[src/rtl/alu_pkg.sv]
// alu_pkg: shared widths, ALU op codes and the ID/EX register layout
package alu_pkg;
    localparam int XLEN = 32;
    localparam int REG_AW = 5;
    localparam int ALUCTRL_W = 4;
    localparam logic [ALUCTRL_W-1:0] ALU_AND = 4'b0000;
    localparam logic [ALUCTRL_W-1:0] ALU_OR  = 4'b0001;
    localparam logic [ALUCTRL_W-1:0] ALU_ADD = 4'b0010;
    localparam logic [ALUCTRL_W-1:0] ALU_XOR = 4'b0100;
    localparam logic [ALUCTRL_W-1:0] ALU_SLL = 4'b0101;
    localparam logic [ALUCTRL_W-1:0] ALU_SUB = 4'b0110;
    localparam logic [ALUCTRL_W-1:0] ALU_SLT = 4'b0111;
    localparam logic [ALUCTRL_W-1:0] ALU_SRA = 4'b1101;

    typedef struct packed {
        logic                 valid;
        logic                 reg_write;
        logic                 mem_read;
        logic                 mem_write;
        logic                 alu_src_a;
        logic                 alu_src_b;
        logic [ALUCTRL_W-1:0] alu_ctrl;
        logic [REG_AW-1:0]    rs1;
        logic [REG_AW-1:0]    rs2;
        logic [REG_AW-1:0]    rd;
        logic [XLEN-1:0]      pc;
        logic [XLEN-1:0]      rd1;
        logic [XLEN-1:0]      rd2;
        logic [XLEN-1:0]      imm;
    } ex_regs_t;

    // A bubble carries a legal ALU op so the ALU never sees an undefined code
    function automatic ex_regs_t ex_bubble();
        ex_regs_t b;
        b = '0;
        b.alu_ctrl = ALU_ADD;
        return b;
    endfunction
endpackage

[src/rtl/fwd_mux.sv]
// fwd_mux: priority operand forwarding, MEM over WB over register file, x0 never forwarded
module fwd_mux
    import alu_pkg::*;
(
    input  logic [REG_AW-1:0] rs,
    input  logic [XLEN-1:0]   reg_data,
    input  logic              mem_reg_write,
    input  logic [REG_AW-1:0] mem_rd,
    input  logic [XLEN-1:0]   mem_result,
    input  logic              wb_reg_write,
    input  logic [REG_AW-1:0] wb_rd,
    input  logic [XLEN-1:0]   wb_result,
    output logic [XLEN-1:0]   data
);
    logic mem_hit;
    logic wb_hit;

    always_comb begin
        mem_hit = mem_reg_write && mem_rd != '0 && mem_rd == rs;
        wb_hit  = wb_reg_write && wb_rd != '0 && wb_rd == rs;
        data    = mem_hit ? mem_result : wb_hit ? wb_result : reg_data;
    end
endmodule

[src/rtl/id_ex_operand_stage.sv]
// id_ex_operand_stage: ID/EX register with load-use bubble insertion and EX operand forwarding
module id_ex_operand_stage
    import alu_pkg::*;
(
    input  logic                 clk,
    input  logic                 rst_n,
    input  logic                 id_valid,
    input  logic [XLEN-1:0]      id_rd1,
    input  logic [XLEN-1:0]      id_rd2,
    input  logic [XLEN-1:0]      id_imm,
    input  logic [XLEN-1:0]      id_pc,
    input  logic [REG_AW-1:0]    id_rs1,
    input  logic [REG_AW-1:0]    id_rs2,
    input  logic [REG_AW-1:0]    id_rd,
    input  logic [ALUCTRL_W-1:0] id_alu_ctrl,
    input  logic                 id_alu_src_a,
    input  logic                 id_alu_src_b,
    input  logic                 id_reg_write,
    input  logic                 id_mem_read,
    input  logic                 id_mem_write,
    input  logic                 flush,
    input  logic                 mem_reg_write,
    input  logic [REG_AW-1:0]    mem_rd,
    input  logic [XLEN-1:0]      mem_result,
    input  logic                 wb_reg_write,
    input  logic [REG_AW-1:0]    wb_rd,
    input  logic [XLEN-1:0]      wb_result,
    output logic                 hazard_stall,
    output logic [XLEN-1:0]      alu_a,
    output logic [XLEN-1:0]      alu_b,
    output logic [ALUCTRL_W-1:0] alu_ctrl,
    output logic [XLEN-1:0]      ex_store_data,
    output logic                 ex_valid,
    output logic [REG_AW-1:0]    ex_rd,
    output logic                 ex_reg_write,
    output logic                 ex_mem_read,
    output logic                 ex_mem_write,
    output logic [XLEN-1:0]      ex_pc
);
    ex_regs_t        ex;
    ex_regs_t        id_fields;
    logic [XLEN-1:0] fwd_rs1;
    logic [XLEN-1:0] fwd_rs2;

    assign id_fields = '{valid: 1'b1, reg_write: id_reg_write, mem_read: id_mem_read,
                         mem_write: id_mem_write, alu_src_a: id_alu_src_a,
                         alu_src_b: id_alu_src_b, alu_ctrl: id_alu_ctrl, rs1: id_rs1,
                         rs2: id_rs2, rd: id_rd, pc: id_pc, rd1: id_rd1, rd2: id_rd2,
                         imm: id_imm};

    assign hazard_stall = ex.valid && ex.mem_read && ex.rd != '0 && id_valid
                          && (id_rs1 == ex.rd || id_rs2 == ex.rd);

    always_ff @(posedge clk)
        ex <= (!rst_n || flush || hazard_stall || !id_valid) ? ex_bubble() : id_fields;

    fwd_mux u_fwd_rs1 (
        .rs(ex.rs1), .reg_data(ex.rd1),
        .mem_reg_write(mem_reg_write), .mem_rd(mem_rd), .mem_result(mem_result),
        .wb_reg_write(wb_reg_write), .wb_rd(wb_rd), .wb_result(wb_result),
        .data(fwd_rs1)
    );

    fwd_mux u_fwd_rs2 (
        .rs(ex.rs2), .reg_data(ex.rd2),
        .mem_reg_write(mem_reg_write), .mem_rd(mem_rd), .mem_result(mem_result),
        .wb_reg_write(wb_reg_write), .wb_rd(wb_rd), .wb_result(wb_result),
        .data(fwd_rs2)
    );

    assign alu_a         = ex.alu_src_a ? ex.pc : fwd_rs1;
    assign alu_b         = ex.alu_src_b ? ex.imm : fwd_rs2;
    assign alu_ctrl      = ex.alu_ctrl;
    assign ex_store_data = fwd_rs2;
    assign ex_valid      = ex.valid;
    assign ex_rd         = ex.rd;
    assign ex_reg_write  = ex.reg_write;
    assign ex_mem_read   = ex.mem_read;
    assign ex_mem_write  = ex.mem_write;
    assign ex_pc         = ex.pc;
endmodule
[config.mk]
export PLATFORM = sky130hd
export DESIGN_NAME = id_ex_operand_stage
export DESIGN_NICKNAME = d
export VERILOG_FILES = /design/src/rtl/alu_pkg.sv /design/src/rtl/fwd_mux.sv /design/src/rtl/id_ex_operand_stage.sv
export SDC_FILE = /design/constraint.sdc
export NUM_CORES = 1
export LEC_CHECK = 0
export CAP_MARGIN = 20
export CORE_MARGIN = 2
export CORE_UTILIZATION = 30
export CTS_CLUSTER_DIAMETER = 40
export DETAILED_ROUTE_END_ITERATION = 8
export PLACE_DENSITY = 0.61
export RECOVER_POWER = 50
export SYNTH_ARGS = -nofsm -noshare
export SYNTH_HDL_FRONTEND = slang
export SYNTH_SLANG_ARGS = --single-unit
[constraint.sdc]
create_clock -name clk -period 3.2 [get_ports clk]
set_input_delay 0.64 -clock clk [delete_from_list [all_inputs] [get_ports clk]]
set_output_delay 0.64 -clock clk [all_outputs]
set_load 0.1 [all_outputs]
# Word level (Yosys, flattened, before mapping)
# Index checks and enable logic that the tools add are counted.
[word_totals]
out_inout_bits = 142
reg_bits = 153
word_cells = 45
[op_classes]
reduce_logical = 19
mux = 6
eq_ne = 6
[op_table]
columns = ["op", "count"]
rows = [
  ["$mux 32", 6],
  ["$eq 5x5->1", 6],
  ["$reduce_bool 5->1", 3],
  ["$logic_and 1x1->1", 10],
  ["$logic_or 1x1->1", 4],
  ["$logic_not 1->1", 2],
]

# Logic depth before layout (Yosys ltp)
# Gate-level depths: netlist of run 1.
[depth]
depth_word = 6
mapped_depth = 7

# Modules after synthesis
# Synthesis of run 1 repeated with hierarchy kept, for this count alone.
[unflattened]
cells_unflattened = 1030
hier_area_um2 = 8536.9
[by_module_without_submodules]
columns = ["module", "seq_area_each_um2", "cells_each", "instances", "area_each_um2"]
rows = [
  ["id_ex_operand_stage", 3062.9, 660, 1, 6202.2],
  ["fwd_mux", 0.0, 185, 2, 1167.4],
]

# Worst setup path before layout of run 1
# No wires, ideal clock.
[synth_path]
kind = "input to output"
startpoint = "input wb_rd[4]"
endpoint = "output alu_b[10]"
path_stages = 6
setup_slack_ns = -1.678
arrival_time_ns = 4.238
cell_sequence = "or4_4 -> o211ai_1 -> clkbuf_2 -> o21ai_0 -> a31oi_1 -> mux2_2"
[synth_between]
elab_chain_len = 6
[synth_rtl]
columns = ["element", "line", "source"]
rows = [
  ["start, declared", "id_ex_operand_stage.sv:26", "input logic [REG_AW-1:0] wb_rd,"],
  ["$reduce_bool 5->1", "fwd_mux.sv:20", "wb_hit = wb_reg_write && wb_rd != '0 && wb_rd == rs;"],
  ["$logic_and 1x1->1", "fwd_mux.sv:20", ""],
  ["$logic_and 1x1->1 (*)", "fwd_mux.sv:20", ""],
  ["$mux 32 (*) (2 in series)", "fwd_mux.sv:21", "data = mem_hit ? mem_result : wb_hit ? wb_result : reg_data;"],
  ["via ex_store_data[10]", "id_ex_operand_stage.sv:32", "output logic [XLEN-1:0] ex_store_data,"],
  ["$mux 32 (*)", "id_ex_operand_stage.sv:72", "assign alu_b = ex.alu_src_b ? ex.imm : fwd_rs2;"],
  ["end, declared", "id_ex_operand_stage.sv:30", "output logic [XLEN-1:0] alu_b,"],
]
# The timed path passes the listed nets; every way through them passes the cells marked *.

# Worst setup path in the final report of run 1
[layout_path]
startpoint = "input wb_rd[2]"
endpoint = "output alu_b[13]"
[layout_between]
elab_chain_len = 6
[layout_rtl]
columns = ["element", "line"]
rows = [
  ["$reduce_bool 5->1", "fwd_mux.sv:20"],
  ["$logic_and 1x1->1", "fwd_mux.sv:20"],
  ["$logic_and 1x1->1 (*)", "fwd_mux.sv:20"],
  ["$mux 32 (*) (2 in series)", "fwd_mux.sv:21"],
  ["$mux 32 (*)", "id_ex_operand_stage.sv:72"],
]
# Mark *: on every way between the ends. The rest lies on a longest branch, timed or not.

==> flow_summary.json, run 1 <==
{
  "max-vdd-ir-drop_mv": 0.2240,
  "die_width_um": 155.4,
  "design_area_um2": 14080,
  "fin_util_pct": 62.40,
  "grtUsageTotal_pct": 23.89,
  "critPathKind": "in2out",
  "drive_gt1_share_pct": 34.83,
  "root_buffer": "clkbuf_16",
  "dp_cells": 1350,
  "antenna_found_initial": 1,
  "worstPathRequired_ns": 2.56,
  "final_nets": 1334,
  "final-max-slew-violation-count": 0,
  "cap_violations": 0,
  "status": "completed",
  "p_leak_nw": 5.095,
  "portBuffers": 373,
  "hold_path_class": "in2reg",
  "clkLatencyLatePin_ns": 0.42,
  "finalWorstSetupSlack_ns": 0.03109,
  "stdcell_count": 1400,
  "setup_viol": 0,
  "worstMarginPinSlew_ns": 1.358,
  "tns_ns": 0,
  "fmax_mhz": 315.6,
  "antenna_left": 0,
  "num_rows": 55,
  "hold_viol_final": 0,
  "arrival_ns": 2.53,
  "cts_buffers": 17,
  "drt-vias-per-instance": 4.818,
  "placed_area_um2": 12860,
  "io_pins": 374,
  "synth_area_um2": 6873,
  "cts_tree": "yes",
  "drc_errors": 0,
  "synth_seq_cells": 153,
  "ys.warnings.count": 0,
  "grt_setup_unrepaired": "true",
  "dieArea_um2": 24140,
  "synth_nets": 950,
  "synth_cell_types": 32,
  "cts_max_level": 4,
  "first_global_vias": 7026,
  "synth-async-reset-ratio_pct": 0,
  "vias": 6745,
  "start_util_pct": 30.45,
  "first_iter_violations": 264,
  "grt_pass1_wl_um": 42970,
  "wire_per_inst_um": 20.93,
  "synthFlopType": "dfxtp_1",
  "clkSinkCount": 153,
  "fin_crit_ns": 3.169,
  "grt_max_degree": 71,
  "crit_path_max_fanout": 7,
  "clkTransAtPathRegs_ns": 0.07,
  "power_density_nw_per_um2": 413.2,
  "critPathLaunchType": "primary input",
  "synthCells": 718,
  "drt_wl_total_um": 29300,
  "dr.pass1.iters": 4,
  "grt_overflow": 0,
  "synth_edf_count": 0,
  "die_h_um": 155.4,
  "dpl.hpwl_um": 21320,
  "syn_avg_cell_area_um2": 9.572,
  "place_ws_ns": -0.4233,
  "end_kind": "primary output",
  "areaGrowthSynthToFinish_pct": 104.9,
  "finClkSkew_ns": 0.01246,
  "slew_headroom_pct": 9.868,
  "gp_congestion": 0.7764,
  "cts_max_path_buffers": 2,
  "core_area_um2": 22570,
  "finalCritPeriodShare_pct": 99.03,
  "yosysSeqAreaShare_pct": 44.57
}
[registers in the layout, indices dropped and copies added (netlist names)]
| register | flops |
|---|---|
| ex_reg_write | 1 |
| ex | 108 |
| alu_ctrl | 4 |
| ex_pc | 32 |
| ex_mem_read | 1 |
| ex_mem_write | 1 |
| ex_valid | 1 |
| ex_rd | 5 |
[cells in the final DEF, fill, tap and decap left out, drive strengths merged, types with 33 or more instances in the layout]
master | netlist | layout
nor3 | 34 | 34
o22ai | 33 | 33
clkbuf | 38 | 71
a21oi | 34 | 34
clkdlybuf4s50 | 0 | 220
buf | 58 | 188
a31oi | 33 | 33
dfxtp | 153 | 153
nand3 | 36 | 36
and2 | 152 | 152
[timing repair]
action / in CTS / in global routing
gates cloned: 7 / 1
pin swaps: 34 / 14
hold buffers: 0 / 0
buffers inserted: 13 / 2
endpoints found under the setup margin: 96 / 58
resized for setup: 158 / 7
[through the flow]
step           total power [mW]  hold WS [ns]
6_report                  5.819        0.7677
3_5_place_dp              3.691        0.9160
5_1_grt                   6.016        0.7583
2_1_floorplan             2.932        0.7415
3_3_place_gp              3.681        0.9111
4_1_cts                   5.885        0.7536
[per-layer routing]
| metal | vias up | routed length [µm] | global-route usage, % |
|---|---|---|---|
| li1 | 3231 | - | - |
| met1 | 3198 | 12020 | 28.82 |
| met2 | 282 | 14860 | 41.93 |
| met3 | 34 | 1907 | 5.682 |
| met4 | 0 | 513 | 7.645 |
| met5 | - | 0 | 0 |
[worst max-delay path: stages]
cell,delay [ns]
buf_6,0.09
or4_4,0.53
o211ai_1,0.22
buf_4,0.20
buf_6,0.11
buf_12,0.14
o21ai_4,0.07
a31oi_4,0.17
mux2_4,0.18
buf_12,0.16
[area by class of cell]
type	instances	area, µm²
clock inverters	10	142.6
well taps	285	356.6
multi-input cells	468	4652
fillers	1843	8487
diodes	1	2.502
clock buffers	21	460.4
flip-flops and latches	153	3064
inverters	1	3.754
repair buffers	461	5403
[cell usage after synthesis (5+ instances only)]
cell type	number	area share [%]
buf_4	42	4.6
o22ai_1	33	3.0
nand3_1	36	2.6
mux2i_1	32	4.7
clkbuf_1	35	1.9
and2_1	152	14
xnor2_1	26	3.3
nand2_1	5	0.27
o21ai_0	32	2.3
a31oi_1	14	1.3
a31oi_2	19	3.5
a21oi_1	34	2.5
mux2_2	32	5.2
dfxtp_1	153	45
buf_2	12	0.87
nor3_1	34	2.5
[power by group]
group | internal [mW] | total (mW) | switching, mW
clock | 1.27 | 2.11 | 0.841
sequential | 1.96 | 1.99 | 0.0329
combinational | 0.746 | 1.72 | 0.972
total | 3.97 | 5.82 | 1.85
[kinds of logic (layout without fill, tap and decap cells)]
family          after synthesis  count (layout)  share of synthesized area, %
flops                       153             153                         44.57
mux                          64              64                         9.904
xor+xnor                     29              29                         3.696
other cells                   0               1                             0
simple gates                238             238                         20.34
buf+inv                      97             493                         8.192
compound gates              137             137                         13.31
[path summary, 6_finish.rpt]
check | cells past startpoint | to | slack [ns] | start
worst min-delay path | 2 | ex[21]$_SDFF_PP0_ | 0.77 | id_imm[21]
worst max-delay path | 10 | alu_b[13] | 0.03 | wb_rd[2]
worst max register to register | 6 | ex[10]$_SDFF_PP0_ | 0.81 | ex_rd[4]$_SDFF_PP0_
worst min register to register | 4 | ex_valid$_DFF_P_ | 1.30 | ex_mem_read$_SDFF_PP0_
Power figures use the tool's default switching activity.
==> inputs of run 2 (changes only) <==
--- a/config.mk
+++ b/config.mk
@@ -5,12 +5,13 @@
 export SDC_FILE = /design/constraint.sdc
 export NUM_CORES = 1
 export LEC_CHECK = 0
+export ABC_AREA = 1
 export CAP_MARGIN = 20
 export CORE_MARGIN = 2
 export CORE_UTILIZATION = 30
 export CTS_CLUSTER_DIAMETER = 40
 export DETAILED_ROUTE_END_ITERATION = 8
-export PLACE_DENSITY = 0.61
+export PLACE_DENSITY = 0.58
 export RECOVER_POWER = 50
 export SYNTH_ARGS = -nofsm -noshare
 export SYNTH_HDL_FRONTEND = slang
==> run 2 against run 1 <==
Via count rose by 23%. Flip-flop and latch count did not move. First-iteration DRC count rose by 67%. Maximum frequency rose by 1.3%. Critical path depth fell by 1. Worst setup slack improved by 0.040 ns. Register-to-register slack got worse by 0.15 ns. Final cell count rose by 31%. Worst hold slack got worse by 0.042 ns. Highest routed layer is now met5. Critical endpoint is now alu_b[18]. Global-route usage fell by 2.2 points. Routed wire length rose by 6.7%. Final area fell by 5.4%.
==> flow_summary.json, run 2 <==
{
  "cts_buffers": 17,
  "dp_cells": 1794,
  "die_h_um": 165.5,
  "cts_max_level": 4,
  "dpl.hpwl_um": 22640,
  "dieArea_um2": 27380,
  "hold_path_class": "in2reg",
  "p_leak_nw": 6.285,
  "die_width_um": 165.5,
  "end_kind": "primary output",
  "setup_viol": 0,
  "cap_violations": 0,
  "grt_pass1_wl_um": 44420,
  "drive_gt1_share_pct": 12.77,
  "reg2regPathDepth": 8,
  "core_area_um2": 25840,
  "antenna_found_initial": 1,
  "multiInputGateArea_um2": 3533,
  "vias": 8287,
  "placed_area_um2": 12660,
  "final-max-slew-violation-count": 0,
  "hold_viol_final": 0,
  "synthTopCellsByCount": "nand2_1 (241), inv_1 (193), nor2_1 (167)",
  "start_util_pct": 30.28,
  "tns_ns": 0,
  "startpoint": "mem_rd[4]",
  "max-vdd-ir-drop_mv": 0.2644,
  "synth-async-reset-ratio_pct": 0,
  "synth_cell_types": 24,
  "dr.pass1.iters": 5,
  "reg2reg_from": "ex_rd[4]$_SDFF_PP0_",
  "stdcell_count": 1832,
  "seq_area_um2": 3065,
  "ys.warnings.count": 0,
  "worstMarginPinSlew_ns": 1.207,
  "cts_tree": "yes",
  "hold_path_startpoint": "id_rd1[5]",
  "finalCritPeriodShare_pct": 97.79,
  "hold_depth": 3,
  "first_iter_violations": 442,
  "synth_edf_count": 0,
  "largest_reg_flops": 108,
  "post-synth-top-area-fraction_pct": 39.16,
  "syn_avg_cell_area_um2": 6.732,
  "layout_commonest_cell": "nand2_1",
  "slew_headroom_pct": 19.90,
  "arrival_ns": 2.49,
  "regMostFlops": "ex",
  "fin_crit_ns": 3.129,
  "critPathLaunchType": "primary input",
  "cts_hold_buf": 0,
  "final_nets": 1715,
  "drt_wl_total_um": 31280,
  "synthFlopType": "dfxtp_1",
  "grt_overflow": 0,
  "root_buffer": "clkbuf_16",
  "power_mw": 5.657,
  "drc_errors": 0,
  "fillers": 2521,
  "postCtsSetupRepairBufs": 0,
  "finClkSkew_ns": 0.01296,
  "clkTransAtPathRegs_ns": 0.07,
  "final_cell_mix": "nand2_1 (235), clkdlybuf4s50_1 (222), inv_1 (192)",
  "clkSinkCount": 153,
  "crit_path_max_fanout": 32,
  "wire_per_inst_um": 17.07,
  "first_global_vias": 7951,
  "synth_top_area_cell": "dfxtp_1",
  "num_rows": 59,
  "antenna_left": 0,
  "synth_area_um2": 7823,
  "gp_congestion": 0.8340,
  "grtUsageTotal_pct": 21.69,
  "synthCells": 1162,
  "synth_seq_cells": 153,
  "cts_max_path_buffers": 2,
  "areaGrowthSynthToFinish_pct": 70.35,
  "design_area_um2": 13330,
  "yosysMostFrequentCell": "nand2_1",
  "power_density_nw_per_um2": 424.5,
  "yosysSeqAreaShare_pct": 39.16,
  "drt-vias-per-instance": 4.523,
  "status": "completed",
  "grt_max_degree": 61,
  "clkLatencyLatePin_ns": 0.43,
  "critPathKind": "in2out",
  "io_pins": 374,
  "yosys-top-cells-area": "dfxtp_1 (39%), nand2_1 (12%), inv_1 (9.3%)",
  "grt_setup_unrepaired": "true",
  "synth_nets": 1394,
  "fmax_mhz": 319.6,
  "portBuffers": 373,
  "worstPathRequired_ns": 2.56
}
==> run 2: logic make-up (layout without fill, tap and decap cells) <==
| logic type | count (synthesis) | in the layout | share of synthesized area [%] |
|---|---|---|---|
| other cells | 0 | 1 | 0 |
| simple gates | 647 | 647 | 37.17 |
| buf+inv | 300 | 634 | 17.43 |
| flops | 153 | 153 | 39.16 |
| xor+xnor | 25 | 25 | 2.799 |
| compound gates | 37 | 37 | 3.439 |
==> run 2: where the power goes <==
part / internal (mW) / switching (mW)
Clock: 1.26 / 0.901
Combinational: 0.606 / 0.911
Sequential: 1.96 / 0.0207
==> run 2: worst paths after layout <==
check	end	slack [ns]
setup reg to reg	ex_pc[16]$_SDFF_PP0_	0.66
setup / recovery	alu_b[18]	0.07
hold reg to reg	ex_valid$_DFF_P_	0.86
hold / removal	ex[69]$_SDFF_PP0_	0.73
==> run 2: worst max-delay path: stages <==
cell and delay (ns):
clkdlybuf4s50_1 0.58, xor2_1 0.26, nor2_4 0.06, nand3b_1 0.14, buf_12 0.22, nand3_1 0.14, nand3_1 0.09, nand2_1 0.12
buf_12 0.19
==> run 2: routing by layer <==
metal	vias to the layer above	GRT usage, %	share of wire, %
li1	4131	-	-
met1	3740	24.67	40
met2	356	38.29	49
met3	58	6.793	8.8
met4	2	7.484	2.7
met5	-	0	0.038
==> run 2: through the flow <==
step / util, % / hold slack, ns / worst slack, ns
3_5_place_dp: 48.99 / 0.8650 / -0.06852
5_1_grt: 51.56 / 0.7204 / -0.02068
2_1_floorplan: - / 0.7318 / 0.3289
4_1_cts: 51.45 / 0.7079 / 0.01427
3_3_place_gp: 48.99 / 0.8778 / -0.05530
6_report: 51.57 / 0.7262 / 0.07073
==> run 2: what timing repair did <==
item                       4_1_cts  5_1_grt
cloned                           0        5
resized for setup                8       28
pin swaps                        0        5
hold endpoints to repair         0        0
setup endpoints to repair       10       80
==> run 2: final cells by class <==
cell class | instances | share of cell area, %
antenna | 1 | 0.01878
clock buffer | 20 | 3.352
clock inverter | 12 | 1.239
inverter | 193 | 5.437
multi-input combinational | 709 | 26.52
sequential | 153 | 23.00
tap | 335 | 3.146
timing repair buffer | 409 | 37.29
==> inputs of run 3 (changes only) <==
--- a/config.mk
+++ b/config.mk
@@ -7,12 +7,15 @@
 export LEC_CHECK = 0
 export ABC_AREA = 1
 export CAP_MARGIN = 20
+export CORE_ASPECT_RATIO = 1.75
 export CORE_MARGIN = 2
 export CORE_UTILIZATION = 30
 export CTS_CLUSTER_DIAMETER = 40
+export CTS_CLUSTER_SIZE = 16
 export DETAILED_ROUTE_END_ITERATION = 8
 export PLACE_DENSITY = 0.58
 export RECOVER_POWER = 50
+export REMOVE_ABC_BUFFERS = 1
 export SYNTH_ARGS = -nofsm -noshare
 export SYNTH_HDL_FRONTEND = slang
 export SYNTH_SLANG_ARGS = --single-unit
==> run 3 against run 2 <==
Die area is 0.19% higher. Non-clock buffer count is 2 lower. Maximum frequency is 1.3% higher. First-iteration DRC count is 9.5% higher.
==> flow_summary.json, run 3 (synthesis gave the netlist of run 2 again) <==
{
  "reg2regPathDepth": 8,
  "grt_max_degree": 45,
  "drive_gt1_share_pct": 11.92,
  "io_pins": 374,
  "portBuffers": 373,
  "die_width_um": 126.1,
  "cp_slowest_cell": "clkdlybuf4s50_1",
  "power_mw": 5.839,
  "hold_path_startpoint": "id_pc[11]",
  "seq_area_um2": 3065,
  "dr.pass1.iters": 5,
  "hold_depth": 3,
  "gp_congestion": 0.8522,
  "clkSinkCount": 153,
  "drc_errors": 0,
  "status": "completed",
  "cap_violations": 0,
  "power_density_nw_per_um2": 441.1,
  "crit_path_max_fanout": 18,
  "areaGrowthSynthToFinish_pct": 69.24,
  "clkTransAtPathRegs_ns": 0.06,
  "die_h_um": 217.6,
  "min_to": "ex_pc[11]$_SDFF_PP0_",
  "grtUsageTotal_pct": 23.17,
  "hold_path_class": "in2reg",
  "cts_buffers": 17,
  "worstMarginPinSlew_ns": 1.221,
  "hold_viol_final": 0,
  "final-max-slew-violation-count": 0,
  "max-vdd-ir-drop_mv": 0.3923,
  "critPathKind": "in2out",
  "final_nets": 1713,
  "multiInputGateArea_um2": 3447,
  "grt_setup_unrepaired": "false",
  "finalCritPeriodShare_pct": 96.49,
  "reg2reg_from": "ex_rd[0]$_SDFF_PP0_",
  "grt_pass1_wl_um": 47960,
  "path_cells": "clkdlybuf4s50_1 -> xor2_1 -> nor2_4 -> buf_4 -> nand4_1 -> nand3_1 -> and2_1 -> buf_12",
  "antenna_left": 0,
  "drt_wl_total_um": 32390,
  "antenna_found_initial": 7,
  "worstPathRequired_ns": 2.56,
  "cts_max_path_buffers": 2,
  "dieArea_um2": 27430,
  "final_cell_mix": "nand2_1 (236), clkdlybuf4s50_1 (220), inv_1 (192)",
  "fillers": 2566,
  "largest_reg_flops": 108,
  "path_delay_family": "buffers and inverters",
  "cts_tree": "yes",
  "vias": 8356,
  "slew_headroom_pct": 18.92,
  "core_area_um2": 25760,
  "cts_hold_buf": 0,
  "cts_max_level": 4,
  "regMostFlops": "ex",
  "critPathLaunchType": "primary input",
  "first_iter_violations": 484,
  "finClkSkew_ns": 0.007838,
  "layout_commonest_cell": "nand2_1",
  "fin_crit_ns": 3.088,
  "fmax_mhz": 323.9,
  "clkLatencyLatePin_ns": 0.46,
  "arrival_ns": 2.45,
  "crit_cells": 8,
  "drt-vias-per-instance": 4.586,
  "finalWorstSetupSlack_ns": 0.1122,
  "max_stage_delay_ns": 0.46,
  "first_global_vias": 8333,
  "worst-path-buf-inv": 3,
  "num_rows": 78,
  "start_util_pct": 30.36,
  "grt_overflow": 0,
  "end_kind": "primary output",
  "rrSetupSlack_ns": 0.71,
  "fin_util_pct": 51.38,
  "dpl.hpwl_um": 23860,
  "root_buffer": "clkbuf_16",
  "wire_per_inst_um": 17.78,
  "r2r_end": "ex[71]$_SDFF_PP0_",
  "setup_viol": 0,
  "place_ws_ns": 0.009664,
  "p_leak_nw": 6.270
}
[run 3: cell count changes in the layout (fill, tap and decap cells not counted), sizes merged]
| cell | delta |
|---|---|
| diode | +8 |
| clkinvlp | -5 |
| buf | +4 |
| inv | -4 |
| bufinv | +2 |
| clkbuf | -2 |
| clkdlybuf4s50 | -2 |
| clkinv | +2 |
| dlygate4sd3 | +1 |
| dlymetal6s2s | +1 |
[run 3: metal layers]
metal,track usage [%],share of wire [%]
met5,0,0
met4,11.14,2.8
met3,6.060,6.8
met2,42.46,54
met1,24.34,36
[run 3: worst register-to-register path, delay by kind of cell, from the launching register on]
family / cells / cell delay (ns)
xor gates and xnor gates: 1 / 0.17
buffers and inverters: 1 / 0.41
DFF: 1 / 0.35
and+or+nand+nor: 6 / 1.46
[run 3: worst max path at each step]
stage | to | from | slack (ns)
after floorplan | ex_store_data[0] | mem_rd[3] | -1.19
after global placement | alu_b[6] | wb_rd[4] | 0.02
after detailed placement | alu_b[6] | wb_rd[4] | 0.01
after CTS | alu_b[6] | wb_rd[4] | 0.01
after global routing | alu_b[6] | wb_rd[3] | 0.004
final | ex_store_data[17] | wb_rd[3] | 0.11
[run 3: timing repair]
action / in CTS / in global routing
gates resized for setup: 0 / 17
setup buffers: 0 / 1
endpoints found under the setup margin: 0 / 80
[run 3: cell type report]
class,count,share of cell area (%)
Inverter,193,5.472
Tap cell,320,3.024
Multi-Input combinational cell,709,26.04
Clock inverter,7,1.210
Timing Repair Buffer,407,37.07
Sequential cell,153,23.15
Clock buffer,24,3.865
Antenna cell,9,0.1701
[run 3: where the power goes]
part           internal [mW]  switching (mW)
Sequential              1.96          0.0232
Combinational          0.603           0.910
Clock                   1.50           0.845
Total                   4.06            1.78
[run 3: through the flow]
step	instance area (µm²)	setup TNS, ns	hold slack [ns]	instances
floorplan	7183	-126.58	0.7318	1055
global placement	12660	0	1.027	1780
detailed placement	12660	0	1.017	1780
CTS	13330	0	0.6747	1811
global route	13230	0	0.6986	1819
finish	13240	0	0.6989	1822
